**src/rtl/uart_pkg.sv**
```systemverilog
// Shared types and constants for the UART transmit path.
// Latency: n/a (definitions only).
// Backpressure: n/a.
package uart_pkg;

  typedef enum logic [2:0] {
    ST_IDLE,
    ST_START,
    ST_DATA,
    ST_PARITY,
    ST_STOP,
    ST_DONE,
    ST_GUARD
  } uart_tx_state_t;

  // PAR_SEL encodings
  localparam logic [1:0] PAR_ODD   = 2'b00;
  localparam logic [1:0] PAR_EVEN  = 2'b01;
  localparam logic [1:0] PAR_MARK  = 2'b10;
  localparam logic [1:0] PAR_SPACE = 2'b11;

  // Data bits per frame = WLEN_BASE + WLEN
  localparam int WLEN_BASE = 5;

  // Parity bit to put on the line, given the XOR of the transmitted data bits.
  function automatic logic parity_bit(input logic [1:0] sel, input logic acc);
    logic p;
    case (sel)
      PAR_ODD:  p = ~acc;
      PAR_EVEN: p = acc;
      PAR_MARK: p = 1'b1;
      default:  p = 1'b0;
    endcase
    return p;
  endfunction

endpackage

```
**src/rtl/uart_baud_gen.sv**
```systemverilog
// Bit-period timer: down-counter reloaded at each bit start, bit_end when it hits zero.
// Latency: bit_end is asserted div+1 clocks after load.
// Backpressure: none; the sequencer reloads on every bit_end it consumes.
module uart_baud_gen (
  input  logic        clk,
  input  logic        rst,
  input  logic        load,
  input  logic [15:0] div,
  output logic        bit_end
);

  logic [15:0] cnt_q;

  // Reload on bit start, otherwise count down and park at zero.
  always_ff @(posedge clk) begin
    if (rst) begin
      cnt_q <= 16'd0;
    end else if (load) begin
      cnt_q <= div;
    end else if (cnt_q != 16'd0) begin
      cnt_q <= cnt_q - 16'd1;
    end
  end

  assign bit_end = (cnt_q == 16'd0);

endmodule

```
**src/rtl/uart_tx_ctrl.sv**
```systemverilog
// UART transmit sequencer: serialises one byte per IDLE visit with configurable frame format.
// Latency: TxDataReady to START is 3 clocks (2-flop sync + accept); all outputs registered.
// Backpressure: TxBusy covers START..GUARD; TxDataReady is only sampled in IDLE.
module uart_tx_ctrl
  import uart_pkg::*;
#(
  parameter int DONE_HOLD = 8,
  parameter int GUARD     = 8
) (
  input  logic        UART_CLK,
  input  logic        RESET,
  input  logic        TxDataReady,
  input  logic [7:0]  TxData,
  input  logic        ENABLE,
  input  logic [15:0] BAUD_DIV,
  input  logic [1:0]  WLEN,
  input  logic        PAR_EN,
  input  logic [1:0]  PAR_SEL,
  input  logic        STOP2,
  input  logic        BREAK,
  output logic        TXD,
  output logic        TxBusy,
  output logic        TxDone
);

  localparam int HOLD_W = 8;

  uart_tx_state_t state_q, state_d;

  logic              sync1_q, rdy_s_q;
  logic [7:0]        shift_q, shift_d;
  logic [2:0]        bitcnt_q, bitcnt_d;
  logic              par_q, par_d;
  logic [HOLD_W-1:0] hold_q, hold_d;
  logic [1:0]        wlen_q, par_sel_q;
  logic              par_en_q, stop2_q;
  logic [15:0]       div_q;
  logic              txd_q, busy_q, done_q;

  logic              accept, load, bit_end, line_d;
  logic [2:0]        last_bit;
  logic [15:0]       div_sel;

  assign last_bit = 3'(WLEN_BASE - 1) + {1'b0, wlen_q};
  // The accepting edge must load the fresh divisor, not the previous frame's.
  assign div_sel  = accept ? BAUD_DIV : div_q;

  uart_baud_gen u_baud (
    .clk     (UART_CLK),
    .rst     (RESET),
    .load    (load),
    .div     (div_sel),
    .bit_end (bit_end)
  );

  // Ready synchroniser; held empty outside IDLE so a level left high is
  // re-qualified from scratch each IDLE visit (gives the DSP side time to update).
  always_ff @(posedge UART_CLK) begin
    if (RESET || state_q != ST_IDLE) begin
      sync1_q <= 1'b0;
      rdy_s_q <= 1'b0;
    end else begin
      sync1_q <= TxDataReady;
      rdy_s_q <= sync1_q;
    end
  end

  // Frame state, datapath and registered outputs.
  always_ff @(posedge UART_CLK) begin
    if (RESET) begin
      state_q   <= ST_IDLE;
      shift_q   <= 8'd0;
      bitcnt_q  <= 3'd0;
      par_q     <= 1'b0;
      hold_q    <= '0;
      wlen_q    <= 2'd0;
      par_en_q  <= 1'b0;
      par_sel_q <= 2'd0;
      stop2_q   <= 1'b0;
      div_q     <= 16'd0;
      txd_q     <= 1'b1;
      busy_q    <= 1'b0;
      done_q    <= 1'b0;
    end else begin
      state_q  <= state_d;
      shift_q  <= shift_d;
      bitcnt_q <= bitcnt_d;
      par_q    <= par_d;
      hold_q   <= hold_d;
      if (accept) begin
        wlen_q    <= WLEN;
        par_en_q  <= PAR_EN;
        par_sel_q <= PAR_SEL;
        stop2_q   <= STOP2;
        div_q     <= BAUD_DIV;
      end
      txd_q  <= line_d & ~BREAK;
      busy_q <= (state_d != ST_IDLE);
      done_q <= (state_d == ST_DONE);
    end
  end

  // Next-state, shifter, parity accumulation and line value for the next clock.
  always_comb begin
    state_d  = state_q;
    shift_d  = shift_q;
    bitcnt_d = bitcnt_q;
    par_d    = par_q;
    hold_d   = hold_q;
    accept   = 1'b0;
    load     = 1'b0;
    line_d   = 1'b1;

    case (state_q)
      ST_IDLE: begin
        if (rdy_s_q && ENABLE) begin
          accept   = 1'b1;
          load     = 1'b1;
          shift_d  = TxData;
          bitcnt_d = 3'd0;
          par_d    = 1'b0;
          state_d  = ST_START;
        end
      end
      ST_START: begin
        if (bit_end) begin
          load    = 1'b1;
          state_d = ST_DATA;
        end
      end
      ST_DATA: begin
        if (bit_end) begin
          load    = 1'b1;
          par_d   = par_q ^ shift_q[0];
          shift_d = {1'b0, shift_q[7:1]};
          if (bitcnt_q == last_bit) begin
            bitcnt_d = 3'd0;
            state_d  = par_en_q ? ST_PARITY : ST_STOP;
          end else begin
            bitcnt_d = bitcnt_q + 3'd1;
          end
        end
      end
      ST_PARITY: begin
        if (bit_end) begin
          load    = 1'b1;
          state_d = ST_STOP;
        end
      end
      ST_STOP: begin
        if (bit_end) begin
          // bitcnt marks that the first of two stop bits has been sent
          if (stop2_q && bitcnt_q == 3'd0) begin
            load     = 1'b1;
            bitcnt_d = 3'd1;
          end else begin
            hold_d  = '0;
            state_d = ST_DONE;
          end
        end
      end
      ST_DONE: begin
        if (hold_q == HOLD_W'(DONE_HOLD - 1)) begin
          hold_d  = '0;
          state_d = ST_GUARD;
        end else begin
          hold_d = hold_q + 1'b1;
        end
      end
      ST_GUARD: begin
        if (hold_q == HOLD_W'(GUARD - 1)) begin
          hold_d  = '0;
          state_d = ST_IDLE;
        end else begin
          hold_d = hold_q + 1'b1;
        end
      end
      default: state_d = ST_IDLE;
    endcase

    case (state_d)
      ST_START:  line_d = 1'b0;
      ST_DATA:   line_d = shift_d[0];
      ST_PARITY: line_d = parity_bit(par_sel_q, par_d);
      default:   line_d = 1'b1;
    endcase
  end

  assign TXD    = txd_q;
  assign TxBusy = busy_q;
  assign TxDone = done_q;

endmodule

```
**config.mk**
```make
export PLATFORM = sky130hd
export DESIGN_NAME = uart_tx_ctrl
export DESIGN_NICKNAME = d
export VERILOG_FILES = /design/src/rtl/uart_pkg.sv /design/src/rtl/uart_baud_gen.sv /design/src/rtl/uart_tx_ctrl.sv
export SDC_FILE = /design/constraint.sdc
export NUM_CORES = 1
export LEC_CHECK = 0
export CAP_MARGIN = 15
export CORE_MARGIN = 2
export CORE_UTILIZATION = 31
export CTS_BUF_LIST = sky130_fd_sc_hd__clkbuf_4 sky130_fd_sc_hd__clkbuf_8 sky130_fd_sc_hd__clkbuf_16
export DETAILED_ROUTE_END_ITERATION = 10
export GPL_ROUTABILITY_DRIVEN = 1
export SETUP_SLACK_MARGIN = 0.05
export SLEW_MARGIN = 20
export SYNTH_ARGS = -nofsm -noshare
export SYNTH_HDL_FRONTEND = slang
export SYNTH_HIERARCHICAL = 1
export SYNTH_SLANG_ARGS = --single-unit
```
**constraint.sdc**
```tcl
create_clock -name UART_CLK -period 3.9 [get_ports UART_CLK]
set_input_delay 0.78 -clock UART_CLK [delete_from_list [all_inputs] [get_ports UART_CLK]]
set_output_delay 0.78 -clock UART_CLK [all_outputs]
set_load 0.02 [all_outputs]
```
==> After elaboration in Yosys (flattened, before gate mapping) <==
Index checks and enable logic that the tools add are counted.
Widths: inputs -> output; s select.
{ "word_totals": {"mem_count": 0, "romBits": 0, "mem_bits_rw": 0, "reg_bits": 66, "latchBits": 0, "input_bits": 35, "wordCells": 101} }
{ "classes": {"n_bitwise": 4, "reduce_logical": 19, "magnitude_cmp": 0, "multipliers": 0, "add_sub_neg": 4, "shifts": 0, "n_eq_ne": 19, "div": 0, "mux": 38} }
{ "ops": {"columns": ["operator", "count"], "rows": [
  ["$mux 16", 3],
  ["$mux 3", 15],
  ["$mux 8", 5],
  ["$pmux 8 s2", 2],
  ["$pmux 3 s7", 1],
  ["$logic_not 16->1", 1],
  ["$reduce_bool 16->1", 1],
  ["$sub 16x1->16 const B", 1],
  ["$eq 3x2->1 const B", 4],
  ["$eq 3x3->1 const B", 4],
  ["$ne 2x2->1 const B", 5],
  ["$pmux 1 s3", 3],
  ["$pmux 3 s3", 1],
  ["$reduce_bool 3->1", 3],
  ["$add 8x1->8 const B", 1],
  ["$eq 8x3->1 const B", 1],
  ["$mux 1", 7],
  ["$eq 3x1->1 const B", 2],
  ["$logic_not 3->1", 2],
  ["$reduce_and 3->1", 2],
  ["$reduce_bool 2->1", 3],
  ["$reduce_and 5->1", 1],
  ["$add 3x1->3 const B", 1],
  ["$add 3x2->3 const A", 1],
  ["other kinds (12)", 14]
]} }

==> Depth between registers and ports, before layout <==
{ "depth": {"depth_word": 8, "mapped_depth": 13, "mapped_depth_nobuf": 11} }

==> Hierarchy <==
Netlist, hierarchy kept.
{ "modules_own_cells": {"columns": ["module", "instances", "cells_each", "area_each_um2", "seq_area_each_um2"], "rows": [
  ["uart_tx_ctrl", 1, 242, 2306.0, 1001.0],
  ["uart_baud_gen", 1, 116, 964.7, 320.3]
]} }

==> Worst setup path after synthesis <==
OpenSTA, ideal clock, no wires.
{ "synth_path": {"kind": "reg-to-reg", "from": "register u_baud.cnt_q[0]", "to": "register u_baud.cnt_q[13]", "period_less_slack_ps": 3303, "stages_incl_launch_ff": 14, "path_slack_ps": 597, "required_ps": 3822, "arrival_ps": 3226, "n_path_buf": 2, "cell_sequence": "dfxtp_1 inv_1 ha_1 or3b_2 or4_4 nor2_1 buf_2 o21ai_0 o21ai_0 nor2b_1 clkbuf_1 a21oi_1 a31o_2 nor3_1"} }
{ "synth_via": {"elab_chain_len": 4} }
{ "synth_lines": {"columns": ["element", "line", "source"], "rows": [
  ["start: declaration", "uart_baud_gen.sv:12", "logic [15:0] cnt_q;"],
  ["start signal: assignment", "uart_baud_gen.sv:19", "cnt_q <= div;"],
  ["start signal: assignment", "uart_baud_gen.sv:21", "cnt_q <= cnt_q - 16'd1;"],
  ["$logic_not 16->1 *", "uart_baud_gen.sv:25", "assign bit_end = (cnt_q == 16'd0);"],
  ["net bit_end", "uart_tx_ctrl.sv:40", "logic accept, load, bit_end, line_d;"],
  ["$mux 1, on equally long branches", null, null],
  ["$pmux 1 s3 *", "uart_tx_ctrl.sv:114", "case (state_q)"],
  ["net load", "uart_tx_ctrl.sv:40", null],
  ["$mux 16 or $reduce_bool 2->1 (tied branches)", null, null]
]} }
Mark *: on every way through the listed nets, which the timed path passes. The rest lies on a longest branch. The select of a mux whose other input is x is not followed.
A chain may end at the register's enable or synchronous reset.

==> Worst setup path after layout <==
{ "layout_path": {"from": "register u_baud.cnt_q[0]", "to": "register txd_q (netlist: TXD)"} }
{ "layout_via": {"elab_chain_len": 7} }
{ "layout_lines": {"columns": ["element", "line", "source"], "rows": [
  ["$logic_not 16->1 *", "uart_baud_gen.sv:25", null],
  ["net bit_end", "uart_tx_ctrl.sv:40", null],
  ["$mux 1", "uart_tx_ctrl.sv:132", "if (bit_end) begin"],
  ["$pmux 1 s2", "uart_tx_ctrl.sv:114", null],
  ["$not 1->1", "uart_pkg.sv:29", "PAR_ODD: p = ~acc;"],
  ["$pmux 1 s3", "uart_pkg.sv:28", "case (sel)"],
  ["$pmux 1 s3 *", "uart_tx_ctrl.sv:181", "case (state_d)"],
  ["$and 1x1->1 *", "uart_tx_ctrl.sv:97", "txd_q <= line_d & ~BREAK;"],
  ["end signal: assignment", "uart_tx_ctrl.sv:97", null],
  ["end: declaration", "uart_tx_ctrl.sv:38", "logic txd_q, busy_q, done_q;"]
]} }
Marked as above.

==> out/metrics.sh <==
SYNTH_AREA_LEADERS='dfxtp_1, nor2_1, nor2b_1, mux2_2, nand2_1'
GR-TOTAL-OVERFLOW=0
REG2REGPATHDEPTH=11
SYNTH-SIMPLE-AREA-SHARE=0.256
PLACEMENTROWS=37
CRITICAL_PATH.REG2REG.STARTPOINT='u_baud/cnt_q[0]$_SDFFE_PP0P_'
CLOCK_SINK_COUNT=66
INITIALDRTVIOLATIONCOUNT=212
CTS.REPAIR_TIMING.SETUP_BUFFER_COUNT=0
POST_SYNTH_XOR_AREA_FRACTION=0.0482
FMAX_MHz=291
DRC_MARKERS=0
POST-ROUTE-CELL-AREA_SQ_UM=4030
FINAL.HOLD.WORST_SLACK_PS=459
FINALHOLDVIOLCOUNT=0
GLOBALROUTETOTALUTIL=0.134
HOLDPATHSTAGES=1
WORST-SETUP-PATH-TYPE='flop to flop'
SYNTH_AREA_LEADER_CELL='dfxtp_1'
FINAL_CYCLE_UTILIZATION_OF_THE_CRITICAL_PATH=0.881
TOP_FLIP_FLOP_CELL_BY_INSTANCE_COUNT_AFTER_SYNTHESIS='dfxtp_1'
PLACE_CONGESTION=0.864
AREA_GROWTH_FROM_SYNTHESIS_TO_LAYOUT_PCT=23.1
CTS_ROOT_BUFFER='clkbuf_8'
DRT.ANTENNA.VIOLATING_NETS=0
MAX_SLEW_MARGIN=0.297
OUTCOME='finished clean'
SYNTH_FA_HA_AREA_FRAC=0.0153
FINAL_MAX_SLEW_VIOL_COUNT=0
FINAL_CORE_UTIL=0.392
WORST-PATH-MAX-FANOUT=8
DIE_HEIGHT_UM=107
PEAKVDDDROP_mV=0.166
WORST_SETUP_MARGIN_PS=465
WL_PER_CELL_UM=13.4
TRITONCTS.NUM_BUFFERS=9
POST_SYNTH_MOST_FREQUENT_CELLS='dfxtp_1, nor2_1, nand2_1'
SKEW_PS=10.9
POSTCTSHOLDBUFS=0
POWER-PER-CELL-AREA_nW_PER_UM2=576
CLOCK_PIN_TRANSITION_ON_THE_WORST_SETUP_AND_HOLD_TIMING_PATHS_PS=80
TNS_PS=0
TIMING.CRITICAL_PATH.REQUIRED_PS=4160
SYNTHESIS.AREA_PER_INSTANCE_SQ_UM=9.14
RSZ0062_AT_GRT='no'
SYNTH-EDFF-COUNT=0
BOUNDARYPINS=38
MIN_PATH_TYPE='flop to flop'
DIE_AREA_SQ_UM=11400
REG2REG_TO='TXD$_SDFF_PP1_'
VIA_COUNT=2706
WORSTHOLDENDPOINT='rdy_s_q$_SDFF_PP0_'
FLOORPLAN.DIE.WIDTH_UM=107
LEAKAGEPOWER_nW=1.46
POST-SYNTH-TOP-AREA-FRACTION=0.404
FIRSTDRTPASSITERS=5
CTSRESIZECOUNT=0
SYN_NETS=397
MIN_TCLK_POST_ROUTE_PS=3430
CRITPATHCAPTURETYPE='flop'
WL_UM=7170
MAXIMUM_NUMBER_OF_PINS_ON_ONE_NET_BEFORE_GLOBAL_ROUTE_REPAIR=31
GRT_ANTENNA_BEFORE_REPAIR=0
REG2REG_SETUP_SLACK_PS=470
MAXCAPVIOLATIONS=0
PLACED_CELL_AREA_SQ_UM=3760
FINAL_LAYOUT_SIZE_SUFFIX_GT1_FRAC=0.133
YS_SEQ_AREA_FRAC=0.404
NUMBER_OF_FILL_CELLS=1047
YOSYSUNIQUECELLTYPES=66
DATA_ARRIVAL_TIME_OF_THE_WORST_PATH_PS=3690
GRT_PASS1_WL_UM=12300
PLACEMENT.IO_BUFFERS=37
SYNTH-COMPOUND-AREA-SHARE=0.152
SYNTH-ASYNC-RESET-RATIO=0
INITIAL_UTILIZATION=0.318
WORSTSETUPSTARTPOINTTYPE='flop'
DETAILEDPLACEMENTHPWL_UM=4990
SYNTH.MOST_COMMON_CELL='dfxtp_1'
CTS_MAX_PATH_BUFFERS=2
FP.COREAREA_SQ_UM=10300
SYNTH-SEQ-CELLS=66
POST_SYNTHESIS_INSTANCE_AREA_SQ_UM=3270
TRITONCTS='done'
PLACEMENT.SETUP.WORST_SLACK_PS=519
VIAS_IN_THE_FIRST_GLOBAL_ROUTE=2611
FINISH.NET_COUNT=432
LARGEST_FAMILY_OF_LOGIC_CELLS_BY_SYNTHESIZED_AREA='simple AND/OR/NAND/NOR gates'
TIMING_WORST_SLEW_PIN_VALUE_PS=1040
AVGVIACOUNTPERCELL=5.07
FINAL-SETUP-VIOL-COUNT=0
WORST_HOLD_STARTPOINT='sync1_q$_SDFF_PP0_'
SYNTHMUXAREASHARE=0.0830
SYN_INST=358
ANTENNA-DIODE-COUNT=0
CTSHTREEMAXLEVEL=3
YS_WARN_COUNT=6
WORSTSKEWPAIRLATENCY_PS=350
[state kept, by name, indices dropped and copies added, names as in the netlist, 2 cells and up]
signal        cells
par_sel_q         2
shift_q           8
div_q            16
hold_q            8
state_q           3
bitcnt_q          3
wlen_q            2
u_baud/cnt_q     16
[per-layer routing]
metal | GRT usage | vias to the layer above | wire (um)
met2 | 0.197 | 65 | 3010
met1 | 0.187 | 1271 | 3730
met5 | 0 | - | 0
li1 | - | 1356 | -
met4 | 0.0640 | 0 | 161
met3 | 0.0267 | 14 | 263
[where the power goes]
group / internal (W) / switching, W
clock network: 0.000513 / 0.000262
registers: 0.000754 / 0.0000859
logic: 0.000333 / 0.000371
[final cells by class]
cell class,count,area [sq um],share of cell area
Multi-Input combinational cell,263,1820,0.451
Tap cell,136,170,0.0423
Clock buffer,11,145,0.0360
Sequential cell,66,1320,0.328
Clock inverter,5,125,0.0311
Inverter,10,37.5,0.00932
Timing Repair Buffer,43,410,0.102
[layout by cell type (no fill, tap or decap), drive strengths merged, types with 11 or more instances in the layout]
cell	netlist	final
nor2b	21	21
o21ai	19	19
dfxtp	66	66
nor2	45	45
nand2	24	24
clkdlybuf4s50	0	36
a21oi	15	15
clkbuf	7	11
mux2	17	17
[through the flow]
stage               total power [W]  instances
finish                      0.00232        534
global route                0.00246        534
CTS                         0.00233        534
detailed placement          0.00155        518
global placement            0.00155        518
floorplan                   0.00140        358
[how the worst max path moves through the flow]
stage,startpoint,endpoint,slack (ps)
after CTS,u_baud/cnt_q[0]$_SDFFE_PP0P_,TXD$_SDFF_PP1_,490
after detailed placement,u_baud/cnt_q[0]$_SDFFE_PP0P_,TXD$_SDFF_PP1_,520
final,u_baud/cnt_q[0]$_SDFFE_PP0P_,TXD$_SDFF_PP1_,470
after global placement,u_baud/cnt_q[0]$_SDFFE_PP0P_,TXD$_SDFF_PP1_,600
after floorplan,u_baud/cnt_q[0]$_SDFFE_PP0P_,u_baud/cnt_q[13]$_SDFFE_PP0P_,600
after global routing,u_baud/cnt_q[0]$_SDFFE_PP0P_,TXD$_SDFF_PP1_,290
[worst max-delay path, cell delays in order, from the launching register on]
cell	delay, ps
dfxtp_1	330
inv_1	80
ha_1	180
or3b_2	520
or4_4	580
nor2_1	250
and4bb_1	460
nand2_1	100
o22ai_1	150
a21oi_1	110
or4_1	480
o311ai_1	90
[cell families after synthesis]
logic type	count (synthesis)
buf+inv	29
xor+xnor	18
simple gates	147
flops	66
mux	25
compound gates	69
fa+ha+maj	4
(Power assumes the default switching activity.)
